[config.mk]
export PLATFORM = sky130hd
export DESIGN_NAME = stack_sequencer_flat
export DESIGN_NICKNAME = d
export VERILOG_FILES = /design/src/rtl/stack_sequencer_pkg.sv /design/src/rtl/stack_sequencer_if.sv /design/src/rtl/stack_sequencer_mask_pick.sv /design/src/rtl/stack_sequencer.sv /design/src/flat_wrapper.sv
export SDC_FILE = /design/constraint.sdc
export NUM_CORES = 1
export LEC_CHECK = 0
export BUFFER_PORTS_ARGS = -buffer_cell sky130_fd_sc_hd__buf_2
export CORE_AREA = 2 2 114 116
export DETAILED_ROUTE_END_ITERATION = 10
export DIE_AREA = 0 0 116 118
export MAX_ROUTING_LAYER = met4
export PLACE_DENSITY = 0.75
export SYNTH_ARGS = -nofsm -noshare
export SYNTH_HDL_FRONTEND = slang
export SYNTH_HIERARCHICAL = 1
export SYNTH_SLANG_ARGS = --single-unit
[constraint.sdc]
create_clock -name clk -period 3.6 [get_ports clk]
set_input_delay 0.72 -clock clk [delete_from_list [all_inputs] [get_ports clk]]
set_output_delay 0.72 -clock clk [all_outputs]
set_load 0.05 [all_outputs]
[src/rtl/stack_sequencer_pkg.sv]
// stack_sequencer_pkg: shared state encoding, mask constants and linear-address helper for the stack sequencer
package stack_sequencer_pkg;
  typedef enum logic [1:0] {SS_IDLE, SS_SELECT, SS_ACCESS, SS_FINISH} stack_seq_state_e;
  localparam int STACK_SP_DISCARD_BIT = 5;
  localparam int STACK_LIN_AW = 20;
  function automatic logic [STACK_LIN_AW-1:0] stack_lin_addr(input logic [15:0] ss, input logic [STACK_LIN_AW-1:0] off);
    return {ss, 4'h0} + off;
  endfunction
endpackage

[src/rtl/stack_sequencer_if.sv]
// stack_sequencer_if: stack bus request/acknowledge channel between sequencer and bus interface unit
interface stack_sequencer_if #(parameter int AW = 16, parameter int DW = 16);
  logic          bus_req;
  logic          bus_we;
  logic [AW-1:0] bus_addr;
  logic [DW-1:0] bus_wdata;
  logic          bus_ack;
  logic [DW-1:0] bus_rdata;
  modport master (output bus_req, bus_we, bus_addr, bus_wdata, input bus_ack, bus_rdata);
  modport slave (input bus_req, bus_we, bus_addr, bus_wdata, output bus_ack, bus_rdata);
endinterface

[src/rtl/stack_sequencer_mask_pick.sv]
// stack_mask_pick: combinational lowest/highest set-bit encoder
module stack_mask_pick #(parameter int W = 16) (
  input  logic [W-1:0]         mask,
  input  logic                 pick_high,
  output logic [$clog2(W)-1:0] idx,
  output logic                 any
);
  localparam int IW = $clog2(W);
  logic [IW-1:0] lo, hi;
  always_comb begin
    lo = '0;
    hi = '0;
    for (int i = W - 1; i >= 0; i--) lo = mask[i] ? IW'(i) : lo;
    for (int i = 0; i < W; i++) hi = mask[i] ? IW'(i) : hi;
  end
  assign idx = pick_high ? hi : lo;
  assign any = |mask;
endmodule

[src/rtl/stack_sequencer.sv]
// stack_sequencer: walks a push/pop mask issuing one stack access per set bit; STACK_SEQ_LINEAR_ADDR_EN adds ss_in segment addressing
module stack_sequencer
  import stack_sequencer_pkg::*;
#(
  parameter int MASK_W      = 16,
  parameter int DATA_W      = 16,
  parameter int ADDR_W      = 16,
  parameter int STEP        = 2,
  parameter int DISCARD_BIT = STACK_SP_DISCARD_BIT
) (
  input  logic                      clk,
  input  logic                      reset,
  input  logic                      start,
  input  logic                      is_pop,
  input  logic [MASK_W-1:0]         mask,
  input  logic [ADDR_W-1:0]         sp_in,
`ifdef STACK_SEQ_LINEAR_ADDR_EN
  input  logic [15:0]               ss_in,
`endif
  output logic                      busy,
  output logic                      done,
  output logic [$clog2(MASK_W)-1:0] reg_sel,
  input  logic [DATA_W-1:0]         reg_rdata,
  stack_sequencer_if.master         bus,
  output logic                      wb_valid,
  output logic [DATA_W-1:0]         wb_data,
  output logic [ADDR_W-1:0]         sp_out,
  output logic                      sp_wr
);
  localparam int IW = $clog2(MASK_W);
  stack_seq_state_e  state, state_n;
  logic [MASK_W-1:0] pend;
  logic [ADDR_W-1:0] sp_r, off_n;
  logic              dir, any, skip, we_r;
  logic [IW-1:0]     pick_idx, idx_r;
  logic [DATA_W-1:0] wdata_r;
`ifdef STACK_SEQ_LINEAR_ADDR_EN
  logic [15:0]             ss_r;
  logic [STACK_LIN_AW-1:0] addr_r, addr_n;
`else
  logic [ADDR_W-1:0]       addr_r, addr_n;
`endif
  stack_mask_pick #(.W(MASK_W)) u_pick (.mask(pend), .pick_high(dir), .idx(pick_idx), .any(any));
  assign skip  = any && pick_idx == IW'(DISCARD_BIT);
  assign off_n = dir ? sp_r : sp_r - ADDR_W'(STEP);
`ifdef STACK_SEQ_LINEAR_ADDR_EN
  assign addr_n = stack_lin_addr(ss_r, STACK_LIN_AW'(off_n));
`else
  assign addr_n = off_n;
`endif
  always_comb begin
    state_n = state;
    case (state)
      SS_IDLE:   state_n = start ? SS_SELECT : SS_IDLE;
      SS_SELECT: state_n = !any ? SS_FINISH : skip ? SS_SELECT : SS_ACCESS;
      SS_ACCESS: state_n = bus.bus_ack ? SS_SELECT : SS_ACCESS;
      default:   state_n = SS_IDLE;
    endcase
  end
  always_ff @(posedge clk or posedge reset)
    if (reset) state <= SS_IDLE;
    else state <= state_n;
  always_ff @(posedge clk or posedge reset) begin
    if (reset) begin
      pend     <= '0;
      sp_r     <= '0;
      dir      <= 1'b0;
      idx_r    <= '0;
      addr_r   <= '0;
      wdata_r  <= '0;
      we_r     <= 1'b0;
      wb_valid <= 1'b0;
      wb_data  <= '0;
      sp_out   <= '0;
`ifdef STACK_SEQ_LINEAR_ADDR_EN
      ss_r     <= '0;
`endif
    end else begin
      wb_valid <= 1'b0;
      case (state)
        SS_IDLE: if (start) begin
          pend <= mask;
          sp_r <= sp_in;
          dir  <= is_pop;
`ifdef STACK_SEQ_LINEAR_ADDR_EN
          ss_r <= ss_in;
`endif
        end
        SS_SELECT: if (!any) sp_out <= sp_r;
          else if (skip) begin
            pend[pick_idx] <= 1'b0;
            if (dir) sp_r <= sp_r + ADDR_W'(STEP);
          end else begin
            idx_r   <= pick_idx;
            addr_r  <= addr_n;
            wdata_r <= reg_rdata;
            we_r    <= !dir;
          end
        SS_ACCESS: if (bus.bus_ack) begin
          pend[idx_r] <= 1'b0;
          sp_r        <= dir ? sp_r + ADDR_W'(STEP) : sp_r - ADDR_W'(STEP);
          wb_valid    <= dir;
          if (dir) wb_data <= bus.bus_rdata;
        end
        default: ;
      endcase
    end
  end
  // writeback cycle keeps the popped item selected; otherwise SELECT shows the next pick to the reg file
  assign reg_sel       = (state == SS_SELECT && !wb_valid) ? pick_idx : idx_r;
  assign busy          = state != SS_IDLE;
  assign done          = state == SS_FINISH;
  assign sp_wr         = state == SS_FINISH;
  assign bus.bus_req   = state == SS_ACCESS;
  assign bus.bus_we    = we_r;
  assign bus.bus_addr  = addr_r;
  assign bus.bus_wdata = wdata_r;
endmodule
[src/flat_wrapper.sv]
// flat-port wrapper written by rule: the top's interface ports become plain ports
module stack_sequencer_flat import stack_sequencer_pkg::*;
#(
  parameter int MASK_W      = 16,
  parameter int DATA_W      = 16,
  parameter int ADDR_W      = 16,
  parameter int STEP        = 2,
  parameter int DISCARD_BIT = STACK_SP_DISCARD_BIT
)
  (clk, reset, start, is_pop, mask, sp_in, busy, done, reg_sel, reg_rdata, wb_valid, wb_data, sp_out, sp_wr, bus_bus_req, bus_bus_we, bus_bus_addr, bus_bus_wdata, bus_bus_ack, bus_bus_rdata);
  stack_sequencer_if bus_i ();
  input  logic clk;
  input  logic reset;
  input  logic start;
  input  logic is_pop;
  input  logic [MASK_W-1:0] mask;
  input  logic [ADDR_W-1:0] sp_in;
  output logic busy;
  output logic done;
  output logic [$clog2(MASK_W)-1:0] reg_sel;
  input  logic [DATA_W-1:0] reg_rdata;
  output logic wb_valid;
  output logic [DATA_W-1:0] wb_data;
  output logic [ADDR_W-1:0] sp_out;
  output logic sp_wr;
  output wire logic [$bits(bus_i.bus_req)-1:0] bus_bus_req;
  output wire logic [$bits(bus_i.bus_we)-1:0] bus_bus_we;
  output wire logic [$bits(bus_i.bus_addr)-1:0] bus_bus_addr;
  output wire logic [$bits(bus_i.bus_wdata)-1:0] bus_bus_wdata;
  input wire logic [$bits(bus_i.bus_ack)-1:0] bus_bus_ack;
  input wire logic [$bits(bus_i.bus_rdata)-1:0] bus_bus_rdata;
  assign bus_bus_req = bus_i.bus_req;
  assign bus_bus_we = bus_i.bus_we;
  assign bus_bus_addr = bus_i.bus_addr;
  assign bus_bus_wdata = bus_i.bus_wdata;
  assign bus_i.bus_ack = bus_bus_ack;
  assign bus_i.bus_rdata = bus_bus_rdata;
  stack_sequencer #(.MASK_W(MASK_W), .DATA_W(DATA_W), .ADDR_W(ADDR_W), .STEP(STEP), .DISCARD_BIT(DISCARD_BIT)) u_core (.clk(clk), .reset(reset), .start(start), .is_pop(is_pop), .mask(mask), .sp_in(sp_in), .busy(busy), .done(done), .reg_sel(reg_sel), .reg_rdata(reg_rdata), .bus(bus_i), .wb_valid(wb_valid), .wb_data(wb_data), .sp_out(sp_out), .sp_wr(sp_wr));
endmodule
==> results.py <==
metrics = {
    "synth": {
        "async_flop_share": 1.00,
        "seq_area_frac_synth": 0.443,
        "netlist_instances": 589,
        "synth_edf_count": 0,
        "yosys_warnings": 6,
        "ys_ff_latch": 105,
        "yosysTopAreaCell": "dfrtp_1",
        "yosysUniqueCellTypes": 71,
        "syn_area_um2": 5940,
        "yosys-top-cells-area": "dfrtp_1 (44%), mux2_2 (10%), nand2_1 (3.3%)",
        "yosys_most_used_dff": "dfrtp_1",
        "syn_avg_cell_area_um2": 10.1,
        "synth_top_area_share": 0.443,
        "synth.most_common_cell": "dfrtp_1",
        "ys_top_cells_by_count": "dfrtp_1 (105), mux2_2 (55), nand2_1 (52)",
        "syn-num-nets": 667,
    },
    "place": {
        "pre_cts_slack_ns": 0.617,
        "gp_congestion": 0.991,
        "io_buffers": 142,
        "dp_hpwl_mm": 11.0,
    },
    "worst_setup_path": {
        "crit_type": "flip-flop to output port",
        "slowest_delay_ns": 0.47,
        "cp.arrival_ns": 2.38,
        "required_ns": 2.88,
        "cp-start-kind": "flip-flop",
        "critical_path.top_delay_family": "simple AND/OR/NAND/NOR gates",
        "critical_path.max_fanout": 10,
        "crit_chain": "inv_1 > ha_1 > nor2b_1 > mux2_2 > buf_2",
        "critPathCaptureType": "output port",
        "cp_num_buf_inv": 2,
        "crit_slowest_cell": "nor2b_1",
    },
    "cts": {
        "cts_max_level": 3,
        "cts.path.max_buffers": 2,
        "path_clk_slew_ns": 0.07,
        "cts_hold_buf": 0,
        "clock_latency_ns": 0.35,
        "cts-resized-gates": 0,
        "cts_tree": "yes",
        "cts_root_buf": "clkbuf_16",
        "clock-sinks": 105,
        "cts_setup_buffers": 0,
        "cts_buffers": 9,
    },
    "die": {
        "die_h_um": 118,
        "core-area_um2": 12400,
        "start_util": 0.478,
        "die_area_um2": 13700,
        "die_x_um": 116,
        "placementRows": 41,
        "io_pins": 143,
    },
    "sta": {
        "setup_ws_ns": 0.502,
        "min_period_ns": 3.10,
        "layout_worst_path_cycle_share": 0.860,
        "tightestPinTransition_ns": 0.861,
        "rsz0062_at_grt": "false",
        "setup_viol": 0,
        "finalHoldViolations": 0,
        "tns_ns": 0,
        "fin_skew_ns": 0.00762,
        "clock.fmax_mhz": 323,
        "slew_viol_final": 0,
        "slew_headroom": 0.424,
    },
    "min_path": {
        "hold_class": "input port to asynchronous set/reset pin",
    },
    "grt": {
        "grt_max_degree": 106,
        "overflow": 0,
        "grt_pass1_wl_mm": 25.3,
        "grt_pass1_vias": 4951,
        "grt_use_total": 0.240,
        "grt_antenna_before_repair": 0,
    },
    "routing": {
        "wl_per_cell_um": 17.7,
        "drcViolationCount": 0,
        "routed_wl_mm": 15.6,
        "vias_per_cell": 5.77,
        "first_pass_iters": 7,
        "num_vias": 5092,
        "antenna_left": 0,
        "drtIter0Drc": 375,
    },
    "job": {
        "drv_cap": 0,
    },
    "final_layout": {
        "drive_gt1_frac": 0.344,
        "nets": 784,
        "syn_to_final_growth_pct": 18.9,
        "n_antenna_cell": 0,
    },
    "outcome": {
        "status": "finished, final reports clean",
    },
}
[registers in the layout, indices dropped and copies added (netlist names), 2 cells and up]
register and flops:
u_core/bus.bus_addr 16, u_core/bus.bus_wdata 16, u_core/pend 16, u_core/sp_out 16, u_core/sp_r 16, u_core/wb_data 16
u_core/idx_r 4, u_core/state 2
[through the flow]
| step | utilization | cells | hold WS, ns | area (um^2) |
|---|---|---|---|---|
| 6_report | 0.569 | 882 | 0.476 | 7060 |
| 5_1_grt | 0.569 | 882 | 0.513 | 7060 |
| 4_1_cts | 0.569 | 882 | 0.486 | 7060 |
| 3_5_place_dp | 0.544 | 867 | 0.470 | 6750 |
| 3_3_place_gp | 0.544 | 867 | 0.462 | 6750 |
| 2_1_floorplan | - | 589 | 0.473 | 5940 |
[area by class of cell]
cell class	count	area (um^2)
clock buffers	12	246
clock inverters	3	65.1
fillers	1126	5350
multi-input cells	418	3030
inverters	20	77.6
flip-flops and latches	105	2630
repair buffers	152	798
well taps	172	215
[final timing paths]
path	cells past startpoint	from	endpoint	slack, ns
max	5	u_core/state[1]	reg_sel[3]	0.50
min	3	reset	u_core/bus.bus_wdata[9]	0.48
max reg2reg	9	u_core/pend[8]	u_core/pend[7]	0.51
min reg2reg	2	u_core/bus.bus_addr[6]	u_core/bus.bus_addr[6]	0.48
max in group asynchronous	3	reset	u_core/wb_data[9]	2.64
min in group clk	2	u_core/bus.bus_addr[6]	u_core/bus.bus_addr[6]	0.48
[logic make-up after synthesis]
| logic type | synth area share |
|---|---|
| AOI/OAI and AO/OA | 0.180 |
| xor gates and xnor gates | 0.0295 |
| adders and majority gates | 0.0190 |
| buffers and inverters | 0.0476 |
| DFF | 0.443 |
| muxes | 0.114 |
| and+or+nand+nor | 0.168 |
[layout by cell type, fill, tap and decap left out, types with 6 or more instances in the layout]
master / n
o21ai_1: 20
nand2_1: 52
clkbuf_16: 9
a221o_1: 8
mux2_2: 55
nor2_1: 39
dfrtp_1: 105
ha_1: 9
a22o_1: 14
inv_1: 18
buf_4: 9
xnor2_1: 15
o21ai_0: 18
a21oi_1: 21
buf_2: 142
o31ai_1: 9
o221ai_1: 6
nand3_1: 23
a221oi_1: 7
nor2b_1: 7
nor3_1: 10
nor4_1: 10
[metal layers]
layer | vias up | GRT usage | wire [um]
li1 | 2388 | - | -
met1 | 2475 | 0.309 | 6710
met2 | 198 | 0.380 | 7740
met3 | 31 | 0.0494 | 899
met4 | 0 | 0.0751 | 285
met5 | - | - | 0
[worst min-delay path: cells and delay by family]
kind     cells  cell delay (ns)
buf+inv      3             0.55
Power is not shown: default switching activity piles up to over one toggle a cycle in this logic, so the estimate is an artifact.
